<file path="src/rtl/spi_pkg.sv">
// -----------------------------------------------------------------------------
// spi_pkg
// Shared constants and types for the SPI slave endpoint.
//   DATA_W_DEF      : default frame width in bits
//   SYNC_STAGES_DEF : default synchronizer depth for sclk/mosi/cs
//   spi_state_e     : endpoint state encoding (IDLE / ACTIVE)
//   cnt_width()     : width of the in-frame bit counter
// -----------------------------------------------------------------------------
package spi_pkg;

    localparam int unsigned DATA_W_DEF      = 8;
    localparam int unsigned SYNC_STAGES_DEF = 2;

    typedef enum logic {
        ST_IDLE   = 1'b0,
        ST_ACTIVE = 1'b1
    } spi_state_e;

    // Bit counter runs 0 .. w-1, so clog2(w) bits suffice; keep at least 1.
    function automatic int unsigned cnt_width(input int unsigned w);
        return (w < 2) ? 1 : $clog2(w);
    endfunction

endpackage

</file>
<file path="src/rtl/spi_sync_edge.sv">
// -----------------------------------------------------------------------------
// spi_sync_edge
// STAGES-deep synchronizer for one asynchronous input, followed by a history
// flop that yields single-clk rise/fall pulses on the synchronized value.
// Ports:
//   clk, reset_n : system clock, async active-low reset
//   d_i          : asynchronous input
//   q_o          : synchronized level
//   rise_o       : one-clk pulse on synchronized 0->1
//   fall_o       : one-clk pulse on synchronized 1->0
// All flops reset to RESET_VAL so no spurious edge appears out of reset.
// -----------------------------------------------------------------------------
module spi_sync_edge #(
    parameter int unsigned STAGES    = 2,
    parameter logic        RESET_VAL = 1'b0
) (
    input  logic clk,
    input  logic reset_n,
    input  logic d_i,
    output logic q_o,
    output logic rise_o,
    output logic fall_o
);

    logic [STAGES-1:0] sync_q;
    logic              hist_q;

    always_ff @(posedge clk or negedge reset_n) begin
        if (!reset_n) begin
            sync_q <= {STAGES{RESET_VAL}};
            hist_q <= RESET_VAL;
        end else begin
            sync_q <= {sync_q[STAGES-2:0], d_i};
            hist_q <= sync_q[STAGES-1];
        end
    end

    assign q_o    = sync_q[STAGES-1];
    assign rise_o = sync_q[STAGES-1] & ~hist_q;
    assign fall_o = ~sync_q[STAGES-1] & hist_q;

endmodule

</file>
<file path="src/rtl/spi_slave.sv">
// -----------------------------------------------------------------------------
// spi_slave
// Mode-0 SPI slave, oversampled on clk (sclk is never used as a clock).
// Received frames appear on rx_data with a one-clk rx_valid pulse; reply
// words are taken through a one-entry tx buffer with a valid/ready handshake.
// Ports:
//   clk, reset_n       : system clock (>= 4x sclk), async active-low reset
//   sclk, mosi, cs     : SPI bus from the master (cs active low)
//   miso               : serial reply to the master, 0 while idle
//   rx_data, rx_valid  : last complete received word, update strobe
//   tx_data, tx_valid  : reply word offer
//   tx_ready           : tx buffer empty
//   busy               : synchronized cs asserted
// Build option: define SPI_SLAVE_LSB_FIRST_EN to shift rx and tx LSB first;
// default is MSB first.
//
// state     | meaning
// ----------+--------------------------------------------------------------
// ST_IDLE   | cs high; sclk ignored, miso held at 0
// ST_ACTIVE | cs low; sample mosi on sclk rise, advance miso on sclk fall
// -----------------------------------------------------------------------------
module spi_slave
    import spi_pkg::*;
#(
    parameter int unsigned DATA_W      = DATA_W_DEF,
    parameter int unsigned SYNC_STAGES = SYNC_STAGES_DEF
) (
    input  logic              clk,
    input  logic              reset_n,
    input  logic              sclk,
    input  logic              mosi,
    input  logic              cs,
    output logic              miso,
    output logic [DATA_W-1:0] rx_data,
    output logic              rx_valid,
    input  logic [DATA_W-1:0] tx_data,
    input  logic              tx_valid,
    output logic              tx_ready,
    output logic              busy
);

    localparam int unsigned      CNT_W    = cnt_width(DATA_W);
    localparam logic [CNT_W-1:0] LAST_BIT = CNT_W'(DATA_W - 1);

    logic sclk_s, sclk_rise, sclk_fall;
    logic cs_s, cs_rise, cs_fall;
    logic mosi_s, mosi_rise, mosi_fall;
    logic unused_sync;

    spi_sync_edge #(.STAGES(SYNC_STAGES), .RESET_VAL(1'b0)) u_sync_sclk (
        .clk(clk), .reset_n(reset_n), .d_i(sclk),
        .q_o(sclk_s), .rise_o(sclk_rise), .fall_o(sclk_fall)
    );

    spi_sync_edge #(.STAGES(SYNC_STAGES), .RESET_VAL(1'b1)) u_sync_cs (
        .clk(clk), .reset_n(reset_n), .d_i(cs),
        .q_o(cs_s), .rise_o(cs_rise), .fall_o(cs_fall)
    );

    // mosi only needs the level; its edge outputs are deliberately dropped.
    spi_sync_edge #(.STAGES(SYNC_STAGES), .RESET_VAL(1'b0)) u_sync_mosi (
        .clk(clk), .reset_n(reset_n), .d_i(mosi),
        .q_o(mosi_s), .rise_o(mosi_rise), .fall_o(mosi_fall)
    );

    assign unused_sync = ^{sclk_s, cs_s, mosi_rise, mosi_fall};

    spi_state_e        state_q;
    logic [DATA_W-2:0] rx_shift_q;
    logic [DATA_W-2:0] tx_rem_q;      // tx bits still to go after the one on miso
    logic [CNT_W-1:0]  bit_cnt_q;
    logic              miso_q;
    logic              rx_valid_q;
    logic [DATA_W-1:0] rx_data_q;
    logic [DATA_W-1:0] tx_buf_q;
    logic              tx_full_q;
    logic              busy_q;

    logic [DATA_W-1:0] load_word;
    logic [DATA_W-1:0] rx_word;
    logic [DATA_W-2:0] rx_keep;
    logic              first_bit;
    logic [DATA_W-2:0] rest_bits;
    logic              next_bit;
    logic [DATA_W-2:0] rem_shifted;
    logic              tx_accept;
    logic              tx_load;

    // An empty buffer at a frame start sends zeros (underrun).
    assign load_word = tx_full_q ? tx_buf_q : '0;

`ifdef SPI_SLAVE_LSB_FIRST_EN
    assign rx_word     = {mosi_s, rx_shift_q};
    assign rx_keep     = rx_word[DATA_W-1:1];
    assign first_bit   = load_word[0];
    assign rest_bits   = load_word[DATA_W-1:1];
    assign next_bit    = tx_rem_q[0];
    assign rem_shifted = tx_rem_q >> 1;
`else
    assign rx_word     = {rx_shift_q, mosi_s};
    assign rx_keep     = rx_word[DATA_W-2:0];
    assign first_bit   = load_word[DATA_W-1];
    assign rest_bits   = load_word[DATA_W-2:0];
    assign next_bit    = tx_rem_q[DATA_W-2];
    assign rem_shifted = tx_rem_q << 1;
`endif

    assign tx_accept = tx_valid && !tx_full_q;
    // Shifter reloads at cs entry and on the falling edge that closes a frame;
    // an abort in the same clk wins over the falling edge.
    assign tx_load   = ((state_q == ST_IDLE) && cs_fall) ||
                       ((state_q == ST_ACTIVE) && !cs_rise && sclk_fall &&
                        (bit_cnt_q == '0));

    always_ff @(posedge clk or negedge reset_n) begin
        if (!reset_n) begin
            state_q    <= ST_IDLE;
            rx_shift_q <= '0;
            tx_rem_q   <= '0;
            bit_cnt_q  <= '0;
            miso_q     <= 1'b0;
            rx_valid_q <= 1'b0;
            rx_data_q  <= '0;
            tx_buf_q   <= '0;
            tx_full_q  <= 1'b0;
            busy_q     <= 1'b0;
        end else begin
            rx_valid_q <= 1'b0;

            // A same-clk accept only happens with the buffer empty, so the
            // load above already took zeros and the new word is kept.
            if (tx_accept) begin
                tx_buf_q  <= tx_data;
                tx_full_q <= 1'b1;
            end else if (tx_load) begin
                tx_full_q <= 1'b0;
            end

            case (state_q)
                ST_IDLE: begin
                    if (cs_fall) begin
                        state_q   <= ST_ACTIVE;
                        busy_q    <= 1'b1;
                        bit_cnt_q <= '0;
                        miso_q    <= first_bit;
                        tx_rem_q  <= rest_bits;
                    end
                end
                ST_ACTIVE: begin
                    if (cs_rise) begin
                        state_q    <= ST_IDLE;
                        busy_q     <= 1'b0;
                        bit_cnt_q  <= '0;
                        miso_q     <= 1'b0;
                        tx_rem_q   <= '0;
                        rx_shift_q <= '0;
                    end else begin
                        if (sclk_rise) begin
                            rx_shift_q <= rx_keep;
                            if (bit_cnt_q == LAST_BIT) begin
                                bit_cnt_q  <= '0;
                                rx_data_q  <= rx_word;
                                rx_valid_q <= 1'b1;
                            end else begin
                                bit_cnt_q <= bit_cnt_q + 1'b1;
                            end
                        end
                        if (sclk_fall) begin
                            if (bit_cnt_q == '0) begin
                                miso_q   <= first_bit;
                                tx_rem_q <= rest_bits;
                            end else begin
                                miso_q   <= next_bit;
                                tx_rem_q <= rem_shifted;
                            end
                        end
                    end
                end
                default: state_q <= ST_IDLE;
            endcase
        end
    end

    assign miso     = miso_q;
    assign rx_data  = rx_data_q;
    assign rx_valid = rx_valid_q;
    assign tx_ready = !tx_full_q;
    assign busy     = busy_q;

endmodule

</file>
<file path="config.mk">
export PLATFORM = sky130hd
export DESIGN_NAME = spi_slave
export DESIGN_NICKNAME = d
export VERILOG_FILES = /design/src/rtl/spi_pkg.sv /design/src/rtl/spi_sync_edge.sv /design/src/rtl/spi_slave.sv
export SDC_FILE = /design/constraint.sdc
export NUM_CORES = 1
export LEC_CHECK = 0
export CAP_MARGIN = 20
export CORE_ASPECT_RATIO = 0.75
export CORE_MARGIN = 2
export CORE_UTILIZATION = 34
export CTS_CLUSTER_DIAMETER = 120
export DETAILED_ROUTE_END_ITERATION = 12
export PLACE_DENSITY = 0.52
export SLEW_MARGIN = 10
export SYNTH_ARGS = -nofsm -noshare
export SYNTH_HDL_FRONTEND = slang
export SYNTH_SLANG_ARGS = --single-unit
</file>
<file path="constraint.sdc">
create_clock -name clk -period 1.86 [get_ports clk]
set_input_delay 0.372 -clock clk [delete_from_list [all_inputs] [get_ports clk]]
set_output_delay 0.372 -clock clk [all_outputs]
set_load 0.05 [all_outputs]
</file>
==> summary.txt <==
Finish
  • Post-route insts no fill: 272
  • Relative area change from synthesis to final layout: 20.7%
  • Final Util: 0.418
  • Diode count: 0
  • Final instance area: 2400 um2
  • Layout cells sized above 1: 0.304
  • Net total in the final layout: 211

Timing
  • Number of endpoints failing setup at the final stage: 0
  • Post-route setup TNS: 0 ns
  • Number of hold-slack violations in the final timing report: 0
  • Shortest clock period the worst path allows after layout: 1.81 ns
  • Headroom to the max-slew limit: 0.612
  • Top achievable clock speed: 0.551 GHz
  • Fin Clk Skew: 0.00193 ns
  • Worst setup margin: 0.0467 ns
  • Final period utilization: 0.975
  • Unrepaired setup endpoints after global routing: false
  • Transition time at the pin with the least slew margin: 0.582 ns
  • Count of final max-slew check failures: 0

Critical path
  • Crit end category: primary output
  • Kind of critical path: reg -> out
  • Critical path, cell by cell: clkdlybuf4s50_1
  • Cell family contributing the most delay on the critical path: buffers and inverters
  • Maximum fanout along the worst path: 2
  • Largest stage delay, worst path: 0.80 ns
  • Slowest library cell on the worst path: clkdlybuf4s50_1
  • Worst path required time: 1.49 ns
  • Crit path arrival time: 1.44 ns
  • Critical path startpoint category: flop
  • Worst path bufs/invs: 1

Yosys
  • Synth Area in Compound Gates: 0.0977
  • Post-Synthesis Cells: 162
  • Adder-cell share of the synthesized area: 0.0252
  • Dominant register cell in the synthesized netlist: dfrtp_1
  • Mean post-synth cell area: 12.2 um2
  • Post-synthesis mux area share: 0.109
  • Flop and latch count out of synthesis: 46
  • Share of synthesized flip-flops with an asynchronous set or reset: 1.00
  • Largest family of logic cells by synthesized area: simple AND/OR/NAND/NOR gates
  • Simple logic cell fraction of the synthesized area: 0.150
  • Distinct cell type count of the synthesized netlist: 34
  • Synthesis Warnings: 0
  • Xor/xnor cell area share of the yosys netlist: 0
  • Number of enable flip-flop cells after synthesis: 0
  • Syn_nets: 180
  • Share of synthesized area occupied by flip-flops and latches: 0.582
  • Summed instance area of the synthesized netlist: 1980 um2

Outcome
  • Run status: finished clean

Global routing
  • GR Util All Layers: 0.136
  • Via count of the first global-routing pass: 1363
  • Initial antenna violation count: 0
  • Pin count of the biggest net entering global routing: 47
  • First-pass GRT wire length: 6750 um
  • Total congestion overflow after global routing: 0

Detailed routing
  • Detailed-route wire length: 3850 um
  • DR vias/cell: 4.93
  • DRC errors left: 0
  • Drt pass-1 iters: 4
  • Antenna-violating nets left: 0
  • WL per Instance: 14.2 um
  • Drt initial violations: 143
  • Total number of vias: 1340

Job
  • Max-capacitance violation count: 0

Floorplanning
  • Standard-cell row count: 24
  • Die Span Y: 70.2 um
  • Die Area: 6470 um2
  • Horizontal extent of the die: 92.2 um
  • IO Pins: 26
  • Initial Utilization: 0.346
  • Floorplan core area: 5740 um2

Power and ir drop
  • Internal power summed over all cells: 1.90 mW
  • Worst vdd ir: 506 uV
  • Psw: 0.950 mW
  • Reg power frac: 0.502
  • Total leakage power: 1.13 nW
  • Pwr/cell area: 1190 nW/um2
  • Clock network fraction of design power: 0.223
  • Switching Share: 0.334
  • Comb pwr share: 0.275

CTS
  • TritonCTS buffer count: 5
  • Post-CTS setup-driven buffer insertion count: 0
  • CTS resizes: 0
  • Clk root buf: clkbuf_8
  • Hold buffers post-CTS: 0
  • H-tree depth reported by CTS: 2
  • Later-pin clock latency in the skew report: 0.30 ns
  • Clock tree from TritonCTS: built
  • Longest Clk Path Bufs: 2
  • CTS clock-pin slew for the worst setup and hold paths: 0.08 ns
  • Sink count of the clock tree: 46

Placed design
  • Worst setup timing slack at the placement stage: 0.234 ns
  • Area of placed instances: 2300 um2
  • Port Buffers: 25
  • Post-placement cell count: 264
  • Placed wire-length estimate after detailed placement: 2740 um
  • Placer congestion estimate: 0.794

Hold path
  • Worst Hold Class: in -> async
-- routing by layer --
metal  up-vias  wire (um)  track usage  share of wire
li1        629          -            -              -
met1       666       1870        0.195           0.49
met2        38       1670        0.193           0.43
met3         7        242       0.0367          0.063
met4         0         64       0.0614          0.017
met5         -          0            0              0
-- layout by cell type, fill, tap and decap left out, drive strengths merged, types with 5 or more instances in the layout --
cell           synthesis  final
a21oi                  7      7
dfrtp                 43     43
buf                    4     18
nand2                 21     21
o22a                   7      7
a22o                   7      7
clkbuf                 4      6
nor2b                  5      5
clkdlybuf4s50          0     13
mux2                  18     18
nand3                 16     16
-- state kept, by name, indices dropped and copies added (netlist names) --
name and flops:
rx_data 8, tx_full_q 1, u_sync_cs.sync_q 2, tx_rem_q 7, miso 1, u_sync_sclk.hist_q 1
tx_buf_q 8, rx_shift_q 7, busy 1, u_sync_cs.hist_q 1, u_sync_sclk.sync_q 2, u_sync_mosi.sync_q 2
state_q 1, bit_cnt_q 3, rx_valid 1
-- synthesized netlist by cell type (2+ instances only) --
| cell | count | area share |
|---|---|---|
| dfrtp_1 | 43 | 0.54 |
| nand3_1 | 15 | 0.038 |
| a21oi_1 | 7 | 0.018 |
| ha_1 | 4 | 0.025 |
| nand2_1 | 20 | 0.038 |
| buf_6 | 3 | 0.017 |
| inv_1 | 4 | 0.0076 |
| mux2_2 | 14 | 0.079 |
| clkbuf_1 | 4 | 0.0076 |
| a22o_1 | 7 | 0.031 |
| o22a_2 | 7 | 0.035 |
| nor2b_1 | 4 | 0.013 |
| dfstp_2 | 3 | 0.040 |
| nand2b_1 | 3 | 0.0095 |
| mux2_1 | 3 | 0.017 |
| o21ai_0 | 2 | 0.0050 |
| and3_1 | 2 | 0.0063 |
-- layout make-up --
| class | instances | area, um2 |
|---|---|---|
| Timing Repair Buffer | 32 | 275 |
| Tap cell | 78 | 97.6 |
| Clock buffer | 6 | 82.6 |
| Sequential cell | 46 | 1150 |
| Inverter | 4 | 15.0 |
| Fill cell | 542 | 3340 |
| Multi-Input combinational cell | 104 | 758 |
| Clock inverter | 2 | 12.5 |
-- worst register-to-register path, cell delays in order, from the launching register on --
cell     delay (ns)
dfrtp_1        0.42
inv_1          0.07
ha_1           0.16
nor2b_1        0.49
nand3_1        0.16
a21oi_1        0.18
o22a_2         0.16
-- metrics by stage --
| step | power (mW) | hold slack [ns] |
|---|---|---|
| finish | 2.85 | 0.144 |
| global route | 3.03 | 0.201 |
| CTS | 2.88 | 0.165 |
| detailed placement | 2.23 | 0.338 |
| global placement | 2.18 | 0.334 |
| floorplan | 1.97 | 0.0764 |
-- kinds of logic after synthesis --
kind of cell	Yosys count
mux	19
simple gates	56
compound gates	25
buf+inv	12
flops	46
fa+ha+maj	4
-- final timing paths --
| path | endpoint | cells past startpoint | slack, ns | startpoint |
|---|---|---|---|---|
| max | rx_data[3] | 1 | 0.05 | rx_data[3] |
| min | rx_data[2] | 2 | 0.14 | reset_n |
| max reg2reg | miso | 6 | 0.19 | bit_cnt_q[0] |
| min reg2reg | u_sync_sclk.sync_q[1] | 0 | 0.35 | u_sync_sclk.sync_q[0] |
| max in group asynchronous | rx_shift_q[5] | 2 | 1.31 | reset_n |
| min in group clk | u_sync_sclk.sync_q[1] | 0 | 0.35 | u_sync_sclk.sync_q[0] |
-- power groups by stage --
stage | Combinational (mW) | Clock [mW] | Sequential (mW)
2_1_floorplan | 0.588 | 0 | 1.38
3_3_place_gp | 0.750 | 0 | 1.43
3_5_place_dp | 0.783 | 0 | 1.45
4_1_cts | 0.786 | 0.660 | 1.43
5_1_grt | 0.863 | 0.706 | 1.46
6_report | 0.781 | 0.634 | 1.43
(Power assumes the default switching activity.)
==> variant 1, RTL diff (config.mk and constraints unchanged) <==
The package constant `DATA_W_DEF` goes from 8 to 9.
--- a/src/rtl/spi_pkg.sv
+++ b/src/rtl/spi_pkg.sv
@@ -10,3 +10,3 @@
 
-    localparam int unsigned DATA_W_DEF      = 8;
+    localparam int unsigned DATA_W_DEF      = 9;
     localparam int unsigned SYNC_STAGES_DEF = 2;
Ports: changed (resized rx_data and tx_data); port bits go from 26 to 28. No check against the original RTL was run, so the function may have changed too.
==> variant 1 against the original RTL <==
Power rose by 14%. Worst setup slack improved by 0.15 ns. Combinational power increased by 28%. Synthesized cell count is 8.6% higher. Design area increased by 16%. Synthesized area is 16% higher. Wire length grew 15%. Sequential cell count is 5 higher. Critical path type is now reg2reg. Largest cell class unchanged.
==> variant 1: results (changes against the original RTL) <==
[worst_setup_path]
max_stage_delay_ns=0.42  ; -0.38 ns
endpoint=tx_rem_q[6]
crit_family=flip-flops
crit_path_top_delay_cell=dfrtp_1
r2r_cells=7  ; +1
critPathMaxFanout=10  ; +8
arrival_ns=1.86  ; +0.42 ns

[finish]
drive_gt1_share_pct=34.8  ; +4.3 points
diodes=0  ; unchanged
num-nets-final=226  ; +7.1%

[synth]
seq_area_frac_synth_pct=55.6  ; -2.6 points
syn-num-nets=193  ; +7.2%
synth_fa_ha_area_share_pct=1.09  ; -1.4 points
synthDistinctLibCells=43  ; +26%
avgSynthCellArea_um2=13.1  ; +6.8%
synthTopCellsByCount=dfrtp_1, mux2_2, nor2b_1
yosys-top-cells-area=dfrtp_1, mux2_4, mux2_2
synth_compound_area_share_pct=14.0  ; +4.2 points

[grt]
grt_use_met3_pct=3.71  ; +0.046 points
grt_util_all_layers_pct=13.1  ; -0.47 points
grt_pass1_wl_um=7650  ; +13%
use_met2_pct=19.1  ; -0.21 points
grt_max_degree=52  ; +11%
use_met1_pct=18.5  ; -1.0 points

[timing]
worstMarginPinSlew_ns=0.397  ; -0.185 ns
hold_slack_ns=0.0458  ; -0.0978 ns
finClkSkew_ns=0.00842  ; +0.00650 ns
period_share_pct=89.3  ; -8.2 points

[drt]
initialDrtViolationCount=126  ; -12%
wl_per_cell_um=15.3  ; +7.8%
viasPerCell=5.00  ; +1.5%
via_count=1455  ; +8.6%

[status]
outcome=finished clean

[power]
seq-power_w=0.00155  ; +8%
cellLeakagePower_nw=1.31  ; +16%
ir_drop_mv=0.359  ; -29%
power.switching_w=0.00102  ; +6.9%
p_clk_share_pct=21.6  ; -0.7 points

[placed_design]
dpl_cell_area_mm2=0.00262  ; +14%
dp_slack_ns=0.0291  ; -0.205 ns
dp_cells=281  ; +6.4%
portBuffers=27  ; +8.0%
gp_congestion=0.775  ; -2.4%
hpwlAfterDp_um=3010  ; +9.6%

-- variant 1: cell count changes after synthesis, sizes merged, moves of 7 or more --
cell     before  now
nand2        21   10
nand3        16    2
o21ai         3   12
o22a          7    0
a2bb2oi       0    7
a22oi         0    8
-- variant 1: logic make-up (layout without fill, tap and decap cells) --
logic type / Yosys count / in the layout
buffers and inverters: 16 / 50
muxes: 21 / 21
AOI/OAI and AO/OA: 41 / 41
and+or+nand+nor: 45 / 45
adders and majority gates: 2 / 2
DFF: 51 / 51
-- variant 1: what timing repair did --
item | CTS | global route
setup buffers | 0 | 2
gates resized for setup | 0 | 0
endpoints found under the setup margin | 0 | 6
-- variant 1: cell type report --
class	count	area, um2
fill	587	3640
sequential	51	1280
multi-input combinational	109	922
timing repair buffer	36	338
tap	81	101
clock buffer	7	96.3
inverter	6	22.5
clock inverter	1	7.51
-- variant 1: metal layers --
metal,share of wire (%),wire length (um)
met2,44,1960
met3,4.2,186
met5,0,0
met4,1.2,53
met1,50,2240
==> variant 2, RTL diff (same settings) <==
Without the edit above. Reset style: synchronous (`reset_n`), changed in 2 clocked blocks. Comments in the files are not updated.
--- a/src/rtl/spi_sync_edge.sv
+++ b/src/rtl/spi_sync_edge.sv
@@ -27,3 +27,3 @@
 
-    always_ff @(posedge clk or negedge reset_n) begin
+    always_ff @(posedge clk) begin
         if (!reset_n) begin
--- a/src/rtl/spi_slave.sv
+++ b/src/rtl/spi_slave.sv
@@ -114,3 +114,3 @@
 
-    always_ff @(posedge clk or negedge reset_n) begin
+    always_ff @(posedge clk) begin
         if (!reset_n) begin
Check against the original RTL: differs if reset_n is asserted again (counterexample within 4 cycles, from zero or initial values and one cycle with reset_n low); with reset_n held inactive, the same outputs for 10 cycles.
==> variant 2 against the original RTL <==
Sequential cell count is the same. Wire length grew 5.6%. Final cell count rose by 17%. Synthesized area rose by 1.1%. Design area rose by 0.89%. Critical path depth unchanged. Worst setup slack improved by 0.016 ns. Die area rose by 1.1%. Critical endpoint is now rx_data[2]. Highest routed layer unchanged.
Power is not compared: it rests on default switching activity, and its combinational part moved more than twofold at a synthesized area within 25%.
==> variant 2: results (changes against the original RTL) <==
[status]
outcome=finished clean

[synth]
muxShareOfSynthArea_pct=0  ; -11 points
synth_fa_ha_area_share_pct=1.87  ; -0.65 points
synth_compound_area_share_pct=25.1  ; +15 points
synth_top_area_cell=dfxtp_1

[grt]
grt_pass1_wl_um=7090  ; +5.1%
use_met2_pct=18.5  ; -0.79 points
grt_use_met3_pct=3.19  ; -0.47 points

[drt]
wl_per_cell_um=12.8  ; -9.4%
initialDrtViolationCount=128  ; -10%
wl_met1_um=2250  ; +20%
dr_wl_met3_um=139  ; -43%
via_count=1573  ; +17%

[placed_design]
hpwlAfterDp_um=2690  ; -1.8%

[power]
power_w=0.00194

[min_path]
worstHoldPathType=reg2reg

[timing]
worstMarginPinSlew_ns=0.505  ; -0.0772 ns
period_share_pct=96.6  ; -0.88 points

[finish]
buffer_area_share_pct=12.2  ; +0.73 points
clk_share_pct=4.40  ; +0.43 points
fillers=589  ; +8.7%
multi_input_cells=148  ; +42%
inv_count=5  ; +1
num-nets-final=255  ; +21%
seq_cells=46  ; unchanged
seq_share_pct=38.1  ; -10 points

[worst_setup_path]
endpoint=rx_data[2]
crit_start=rx_data[2]
rr_startpoint=bit_cnt_q[0]

## variant 2: timing repair
| action | in CTS | in global routing |
|---|---|---|
| gates resized for setup | 0 | 1 |
| setup endpoints to repair | 0 | 1 |
| hold buffers | 0 | 0 |
## variant 2: how the worst min path moves through the flow
stage	to	slack [ns]	depth (start not counted)
2_1_floorplan	u_sync_cs.sync_q[1]	0.39	1
3_3_place_gp	u_sync_cs.sync_q[1]	0.39	1
3_5_place_dp	u_sync_cs.sync_q[1]	0.40	1
4_1_cts	u_sync_cs.sync_q[1]	0.42	1
5_1_grt	u_sync_cs.sync_q[1]	0.45	1
6_report	u_sync_cs.sync_q[1]	0.41	1
## variant 2: metrics by stage
stage / cells / area, um2 / hold slack, ns
floorplan: 214 / 2010 / 0.386
global placement: 309 / 2310 / 0.394
detailed placement: 309 / 2310 / 0.400
CTS: 317 / 2410 / 0.420
global route: 317 / 2420 / 0.446
finish: 317 / 2420 / 0.415
